==> src/rtl/tt_um_vedic_4x4.sv <==
// 4x4 unsigned Urdhva-Tiryagbhyam (vertical-crosswise) multiplier with a registered 8-bit product.
// Operands arrive on ui_in; the product appears on uo_out one clock after capture while ena is high.
module tt_um_vedic_4x4 (
    input  logic       clk,
    input  logic       rst_n,
    input  logic       ena,
    input  logic [7:0] ui_in,
    output logic [7:0] uo_out,
    input  logic [7:0] uio_in,
    output logic [7:0] uio_out,
    output logic [7:0] uio_oe
);

    // 2x2 Vedic cell: four AND partial products folded by two half adders.
    function automatic logic [3:0] vedic_2x2(input logic [1:0] a, input logic [1:0] b);
        logic       pp00, pp10, pp01, pp11;
        logic       s1, c1, s2, c2;
        pp00 = a[0] & b[0];
        pp10 = a[1] & b[0];
        pp01 = a[0] & b[1];
        pp11 = a[1] & b[1];
        s1   = pp10 ^ pp01;
        c1   = pp10 & pp01;
        s2   = pp11 ^ c1;
        c2   = pp11 & c1;
        return {c2, s2, s1, pp00};
    endfunction

    logic [3:0] op_a;
    logic [3:0] op_b;
    logic [3:0] q_ll;
    logic [3:0] q_hl;
    logic [3:0] q_lh;
    logic [3:0] q_hh;
    logic [5:0] mid_sum;
    logic [3:0] high_sum;
    logic [7:0] product_d;
    logic [7:0] product_q;

    assign op_a = ui_in[7:4];
    assign op_b = ui_in[3:0];

    assign q_ll = vedic_2x2(op_a[1:0], op_b[1:0]);
    assign q_hl = vedic_2x2(op_a[3:2], op_b[1:0]);
    assign q_lh = vedic_2x2(op_a[1:0], op_b[3:2]);
    assign q_hh = vedic_2x2(op_a[3:2], op_b[3:2]);

    // Crosswise column at weight 2^2: both cross terms plus the upper half of AL*BL.
    assign mid_sum  = {2'b00, q_hl} + {2'b00, q_lh} + {4'b0000, q_ll[3:2]};
    // Vertical column at weight 2^4: AH*BH plus the carry-out of the crosswise column.
    assign high_sum = q_hh + mid_sum[5:2];

    assign product_d = {high_sum, mid_sum[1:0], q_ll[1:0]};

    always_ff @(posedge clk or negedge rst_n) begin
        if (!rst_n) begin
            product_q <= 8'h00;
        end else if (ena) begin
            product_q <= product_d;
        end
    end

    assign uo_out  = product_q;
    assign uio_out = 8'h00;
    assign uio_oe  = 8'h00;

    // The bidirectional pins are inputs only and carry nothing this block uses.
    logic unused_uio;
    assign unused_uio = ^uio_in;

endmodule

==> config.mk <==
export PLATFORM = sky130hd
export DESIGN_NAME = tt_um_vedic_4x4
export DESIGN_NICKNAME = d
export VERILOG_FILES = /design/src/rtl/tt_um_vedic_4x4.sv
export SDC_FILE = /design/constraint.sdc
export NUM_CORES = 1
export LEC_CHECK = 0
export CORE_ASPECT_RATIO = 0.75
export CORE_MARGIN = 5
export CORE_UTILIZATION = 37
export DETAILED_ROUTE_END_ITERATION = 10
export GPL_ROUTABILITY_DRIVEN = 0
export PLACE_DENSITY = 0.76
export SYNTH_ARGS = -nofsm -noshare
export SYNTH_HDL_FRONTEND = slang
export SYNTH_SLANG_ARGS = --single-unit
==> constraint.sdc <==
create_clock -name clk -period 0.8 [get_ports clk]
set_clock_uncertainty 0.15 [all_clocks]
set_input_delay 0.16 -clock clk [delete_from_list [all_inputs] [get_ports clk]]
set_output_delay 0.16 -clock clk [all_outputs]
set_load 0.02 [all_outputs]
==> results of run 1 <==
==> worst min-delay path, delay by kind of cell <==
kind / cells / cell delay [ns]
buffers and inverters: 1 / 0.10
AOI/OAI and AO/OA: 1 / 0.06
and+or+nand+nor: 1 / 0.06
==> metal layers <==
metal | routed length, um | global-route usage [%] | vias up | share of wire [%]
li1 | - | - | 343 | -
met1 | 860 | 14.5 | 329 | 40
met2 | 1190 | 24.3 | 23 | 55
met3 | 124 | 4.46 | 0 | 5.7
met4 | 0 | 5.05 | 0 | 0
met5 | 0 | 0 | - | 0
==> cells in the final DEF (no fill, tap or decap), drive strengths merged <==
master / netlist / routed
mux2: 5 / 5
and2: 15 / 15
o21ai: 1 / 1
dlygate4sd2: 0 / 1
xnor2: 3 / 3
fa: 4 / 4
nand3: 2 / 2
nor2b: 1 / 1
clkdlybuf4s50: 0 / 1
a21oi: 4 / 4
a32oi: 1 / 1
ha: 16 / 16
buf: 17 / 35
nand2: 1 / 1
nor2: 2 / 2
conb: 1 / 16
a21o: 3 / 3
dfrtp: 8 / 8
clkbuf: 0 / 4
inv: 6 / 6
xor2: 1 / 1
==> logic make-up after synthesis <==
| family | count (synthesis) |
|---|---|
| buffers and inverters | 23 |
| and+or+nand+nor | 21 |
| adders and majority gates | 20 |
| AOI/OAI and AO/OA | 9 |
| DFF | 8 |
| muxes | 5 |
| xor gates and xnor gates | 4 |
| other | 1 |
==> how the worst max path moves through the flow <==
stage | slack [ns] | start | end
final | -2.02 | ui_in[5] | uo_out[5]
after global routing | -2.06 | ui_in[5] | uo_out[5]
after CTS | -2.02 | ui_in[0] | uo_out[5]
after detailed placement | -2.81 | ui_in[4] | uo_out[7]
after global placement | -2.74 | ui_in[4] | uo_out[5]
after floorplan | -2.11 | ui_in[1] | uo_out[5]
==> metrics by stage <==
step / hold WS (ns) / util (%)
after floorplan: -0.286 / -
after global placement: 0.335 / 55.2
after detailed placement: 0.352 / 55.2
after CTS: -0.00660 / 59.0
after global routing: 0.00392 / 59.7
final: 0.00849 / 59.7
==> timing repair <==
item,CTS,global route
hold endpoints to repair,1,0
pin swaps,14,5
buffers inserted,2,1
endpoints found under the setup margin,16,16
cloned,0,0
resized for setup,98,2
==> power by group through the flow <==
stage	clock network, W	logic [W]	registers [W]
3_5_place_dp	0	0.00108	0.000561
2_1_floorplan	0	0.000522	0.000674
3_3_place_gp	0	0.00104	0.000555
6_report	0.000370	0.00114	0.000577
5_1_grt	0.000415	0.00123	0.000585
4_1_cts	0.000371	0.00113	0.000577
==> final cells by class <==
class	instances	area share (%)
inverters	6	1.62
well taps	34	3.06
multi-input cells	75	53.6
clock buffers	4	1.89
repair buffers	37	25.4
flip-flops and latches	8	14.5
==> run summary, run 1 <==
The flow ran to the end, but the final reports show violations. The final reports fail on negative setup slack. The count of input and output buffers was 18; the cell area after placement was 0.00128 mm^2. The number of instances on the worst hold path works out to 3. The root buffer selected by CTS is sky130_fd_sc_hd__clkbuf_4. The initialized floorplan defines 15 standard-cell rows. The run gives 0 as the max-cap violation count. Power spread over the standard cell area amounts to 1500 mW/mm^2. In this run the vertical extent of the chip is 52.9 um.

After detailed routing, the average wire length per cell comes to 13.3 um. In this run the most critical hold path is launched from ui_in[4]. The power dissipated by switching net loads was 0.000755 W. The final max-slew violation count came out at 0. Of all flip-flops after synthesis, the portion carrying an async set or reset was 100%. After Yosys synthesis, and, or, nand and nor cells account for 13.4% of the synthesized area.

The detail route stage leaves a number of antenna-violating nets equal to 0. Of all cell types, the one taking the most synthesized area is sky130_fd_sc_hd__dfrtp_1. Across all register-to-register paths, the minimum setup slack is -0.27 ns.

For the number of antenna violations at the first check in global routing, the log shows 0. The number of different library cells used by synthesis comes to 19. In the finished design, the share of the clock period the worst path needs comes to 352%. Across the whole layout, storage elements account for 201 um^2.

The number of flip-flops in the largest register works out to 8. Dividing the synthesized area by the synthesized cell count gives 9.98 um^2. The xor and xnor area share after synthesis was 3.86%; the post-synth design cell area was 908 um^2.

Clock-pin slew was measured on the worst setup and hold paths at 0.06 ns. The logs give -2.02 ns for the post-layout worst setup margin and 735 for the number of global-route vias before repair. On the worst path, the slowest cell contributes a delay of 0.55 ns. The tools report the via count of the routed design as 695. First-pass iteration count of the detailed router: 4. The area share of the largest cell type after synthesis was 22.0%; the global-route congestion overflow total was 0.

The data arrival time of the critical path was 2.82 ns. The clock reaches the later pin of the worst-skew pair after 0.26 ns. Counting instances in the post-synthesis netlist gives the leading cell types as 16 x sky130_fd_sc_hd__buf_4, 16 x sky130_fd_sc_hd__ha_1, 15 x sky130_fd_sc_hd__and2_1.

TritonCTS built the clock tree. The run gives 8 as the number of sinks on the clock net. The most numerous cell type found on the critical path is sky130_fd_sc_hd__ha_4. The placeable core region was 0.00233 mm^2; the number of endpoints failing setup at the final stage was 16. The largest individual stage delay along the critical path comes from the cell sky130_fd_sc_hd__fa_1. The area taken by multi-input logic gates is 744 um^2, and the total power after layout is 0.00209 W.

For the number of buffers created by CTS, the log shows 3. The startpoint type of the worst setup path is a primary input. After filler insertion, the fill cell instance count of the layout stands at 199. The combinational family with the most area after synthesis is adder cells. The summed negative setup slack over all endpoints is -11.93 ns, and the adder and majority gate portion of the synthesized area is 30.9%. After the first detailed-routing iteration, the DRC count stood at 18.

Counting tap cells, the placed design contains a total of 157 instances. By startpoint and endpoint, the worst setup path is classified as primary input to flip-flop. Across every metal layer, demand over resource in global routing totals 13.5%.

The worst reg2reg path startpoint is uo_out[4]. In the post-synthesis netlist, the biggest area contributors are sky130_fd_sc_hd__dfrtp_1 22%, sky130_fd_sc_hd__ha_1 22%, sky130_fd_sc_hd__buf_4 13%, sky130_fd_sc_hd__and2_1 10%, sky130_fd_sc_hd__fa_1 8.8%. The path length in cells of the critical path is 13.

Counting both buffers and inverters, the worst setup path holds a total of 4. After detailed routing, the total wire length is 2180 um. The layout net count came out at 170. On the critical path the largest part of the delay comes from adder cells. In this run switching power makes up 36.2% of total power.

End of the worst hold path: uo_out[0]. IR analysis of the VDD net gives a maximum drop of 711 uV. The run gives 27.6% as the part of the total power dissipated in sequential elements. The fraction of layout instances using a drive strength above 1 is 50.8%, and the flop and latch count out of synthesis is 8.

Walking the worst path, the cells encountered are buf_8 > and2_4 > ha_4 > ha_4 > inv_2 > fa_1 > inv_2 > ha_4 > fa_2 > xor2_2 > buf_4 > fa_2 > mux2_4. The cell count after synthesis came out at 91. The data required time at the worst endpoint is 0.80 ns. The global-route wire length before repair was 3400 um; the maximum frequency from static timing analysis was 355 MHz. The finished layout holds 164 standard cells, fillers aside. The part of the power in the clock network came out at 17.7%.

For the number of H-tree levels, the log shows 1. The share of the synthesized area in compound gates (AO/OA/AOI/OAI) is 7.02%. The type of the worst min-delay path is primary input to flip-flop.

The area growth from synthesis to layout came out at 53.0%. The tools report the count of endpoints failing hold in the final timing report as 0. After synthesis, flip-flops and latches occupy 22.0% of the total area.

The leakage power of the design was 0.724 nW; the post-DP HPWL was 1750 um. The tools report the total inserted antenna cells as 0. The most used flip-flop cell after synthesis is sky130_fd_sc_hd__dfrtp_1. The critical-path maximum fanout is 4. The tools report the internal power of the cells as 0.00133 W. During I/O placement, the number of pins put on the boundary was 43. The longest clock path from root to sink contains 2 buffers.

The multiplexer share of the synthesized area is 6.20%. The post-route cell area was 0.00139 mm^2. Combinational cells account for 54.6% of the total power. The floorplan step set the die width to 67.2 um. Setup repair after global routing could not meet its margin everywhere. After detailed routing, the number of vias per cell comes to 4.24. Entering global routing, the biggest net connects 9 pins. The yosys synthesis warning count was 0; the count of flip-flops with a built-in enable after synthesis was 0. Counting cells, the worst reg-to-reg path comes to 2.

The final critical path time including I/O delays and setup came out at 2.82 ns. In this run the critical register-to-register path is captured at uo_out[4]. The worst setup path is captured at a flip-flop.

The floorplan step defined a die boundary enclosing 0.00356 mm^2. The logs give 0 for the final routed DRC violation total and 39.0% for the effective utilization at floorplan. The post-placement worst setup slack was -2.81 ns.
No activity file was read; power rests on OpenSTA's default activity.
==> inputs of run 2 (changes only) <==
--- a/config.mk
+++ b/config.mk
@@ -5,6 +5,7 @@
 export SDC_FILE = /design/constraint.sdc
 export NUM_CORES = 1
 export LEC_CHECK = 0
+export CAP_MARGIN = 20
 export CORE_ASPECT_RATIO = 0.75
 export CORE_MARGIN = 5
 export CORE_UTILIZATION = 37
==> results of run 2 <==
No change in the layout: final DEF, timing and power equal those of run 1.
==> inputs of run 3 (changes only) <==
--- a/config.mk
+++ b/config.mk
@@ -5,6 +5,7 @@
 export SDC_FILE = /design/constraint.sdc
 export NUM_CORES = 1
 export LEC_CHECK = 0
+export ABC_CLOCK_PERIOD_IN_PS = 800
 export CAP_MARGIN = 20
 export CORE_ASPECT_RATIO = 0.75
 export CORE_MARGIN = 5
==> results of run 3 <==
No change in the layout: final DEF, timing and power equal those of run 1.
==> RTL change: new RTL, flow settings as in run 3 <==
Add an input register stage for `ena`, `ui_in` and `uio_in`, without a reset; this delays them by one clock.
--- a/src/rtl/tt_um_vedic_4x4.sv
+++ b/src/rtl/tt_um_vedic_4x4.sv
@@ -10,6 +10,16 @@
     output logic [7:0] uio_out,
     output logic [7:0] uio_oe
 );
+
+    logic ena_q;
+    logic [7:0] ui_q;
+    logic [7:0] uio_q;
+
+    always_ff @(posedge clk) begin
+        ena_q <= ena;
+        ui_q  <= ui_in;
+        uio_q <= uio_in;
+    end
 
     // 2x2 Vedic cell: four AND partial products folded by two half adders.
     function automatic logic [3:0] vedic_2x2(input logic [1:0] a, input logic [1:0] b);
@@ -37,8 +47,8 @@
     logic [7:0] product_d;
     logic [7:0] product_q;
 
-    assign op_a = ui_in[7:4];
-    assign op_b = ui_in[3:0];
+    assign op_a = ui_q[7:4];
+    assign op_b = ui_q[3:0];
 
     assign q_ll = vedic_2x2(op_a[1:0], op_b[1:0]);
     assign q_hl = vedic_2x2(op_a[3:2], op_b[1:0]);
@@ -55,7 +65,7 @@
     always_ff @(posedge clk or negedge rst_n) begin
         if (!rst_n) begin
             product_q <= 8'h00;
-        end else if (ena) begin
+        end else if (ena_q) begin
             product_q <= product_d;
         end
     end
@@ -66,7 +76,7 @@
 
     // The bidirectional pins are inputs only and carry nothing this block uses.
     logic unused_uio;
-    assign unused_uio = ^uio_in;
+    assign unused_uio = ^uio_q;
 
 endmodule
 
Behaviour: not the same (Yosys sat finds a counterexample within 4 cycles, from zero or initial values and one cycle with rst_n low).
==> RTL change against run 3 <==
  * The flow still finishes with violations (setup timing)
  * Area after synthesis is 20% higher
  * Wire length is 4.5% lower
  * Count of clock-buffer cells in the layout stayed put
  * Hold slack better by 62 ps
  * Setup slack worse by 360 ps
  * Cell area is 9.6% higher
  * Register-to-register slack worse by 2100 ps
  * Utilization is 7.0 points lower
  * Total power is 32% higher
  * Sequential cell count is 9 higher
==> RTL change: results (changes against run 3) <==
** Global route
- The largest net degree at the start of global routing came to 12 (+3).
- Wire length of the first global-routing pass :: 3505 um (+3.1%)

** Power and ir drop
- The power in sequential cells was 1080 uW (+87%).
- Clock power share :: 0.227 (+0.050)
- The net switching power came to 841.8 uW (+12%).
- The leakage power total was 0.0007661 uW (+5.9%).

** Outcome
- The run finished, with violations left.
- Violations in the final reports :: setup timing

** STA
- Final worst slack :: -2374 ps (-356.5 ps)
- Final setup violation count :: 16 (unchanged)

** Route
- The post-detailed-route via-to-cell ratio was 4.192 (-1.1%).
- Detailed-route via count :: 721 (+3.7%)
- The detailed-router iteration count before antenna repair was 3 (-1).
- Routed Wire Length :: 2078 um (-4.5%)
- The DRC violation total after the first TritonRoute iteration is 8 (-10).

** Logic synthesis
- The average footprint of a synthesized cell is 10.89 sq um (+9.0%).
- Sequential area share after synthesis :: 0.3494 (+0.1290)
- The proportion of register bits with asynchronous set or reset after synthesis came to 0.4706 (-0.5294).
- Synthesized-area fraction occupied by ao, oa, aoi and oai cells :: 0.05862 (-0.01163)
- Top_reg_cell synth :: sky130_fd_sc_hd__dfxtp_1
- Xor and xnor fraction of the mapped netlist area :: 0.03218 (-0.006384)
- The mux share of post-synthesis cell area came to 0.05172 (-0.01026).

** Placement
- Estimated wirelength of the detail-placed design :: 1730 um (-1.0%)
- The total placed cells including tap cells was 166 (+5.7%).
- The instance area after placement came to 0.001458 sq mm (+13%).

** Die
- The total number of placement rows is 17 (+2).

** Clocking
- The clock net sink count was 17 (+9).
- The number of buffers inserted by post-CTS setup repair was 1 (-1).
- The number of resized instances in the post-cts repair step came to 50 (-49%).
- The root buffer cell chosen for the clock tree is sky130_fd_sc_hd__clkbuf_8.

** Worst setup path
- The largest individual stage delay along the critical path comes from the cell sky130_fd_sc_hd__fa_2.

** Finish
- The total of plain and repair buffers excluding clock buffers came to 32 (-14%).
- Fill cells :: 257 (+29%)
- Area occupied by multi-input gates :: 711.9 sq um (-4.4%)
- The register share of the cell area is 0.2553 (+0.1104).
- Post-route design area :: 0.001524 sq mm (+9.6%)
- The area fraction of clock buffers and clock inverters was 0.02956 (+0.01065).
- Number of nets in the final layout :: 174 (+2.4%)
## RTL change: metal layers
metal / up-vias / wire length (um) / global-route usage
met1: 326 / 998 / 0.1494
li1: 361 / - / -
met3: 3 / 162 / 0.02641
met2: 31 / 882 / 0.1697
met4: 0 / 35 / 0.04737
met5: - / 0 / 0
## RTL change: worst paths after layout
path	slack, ps	end	depth (start not counted)
worst max register to register	-2370	uo_out[5]	10
min in group clk	190	ui_q[4]	1
worst min-delay path	70	uo_out[1]	2
max in group asynchronous	330	uo_out[6]	2
worst max-delay path	-2370	uo_out[5]	10
worst min register to register	390	uo_out[5]	1
## RTL change: cells by family after synthesis
kind of cell | Yosys count
mux | 5
simple gates | 21
fa+ha+maj | 20
xor+xnor | 4
buf+inv | 23
other cells | 1
flops | 17
compound gates | 9
## RTL change: critical path: cells and delay by family, from the launching register on
kind | cells | cell delay [ps]
fa+ha+maj | 6 | 2060
buf+inv | 2 | 100
flops | 1 | 330
mux | 1 | 260
simple gates | 1 | 160
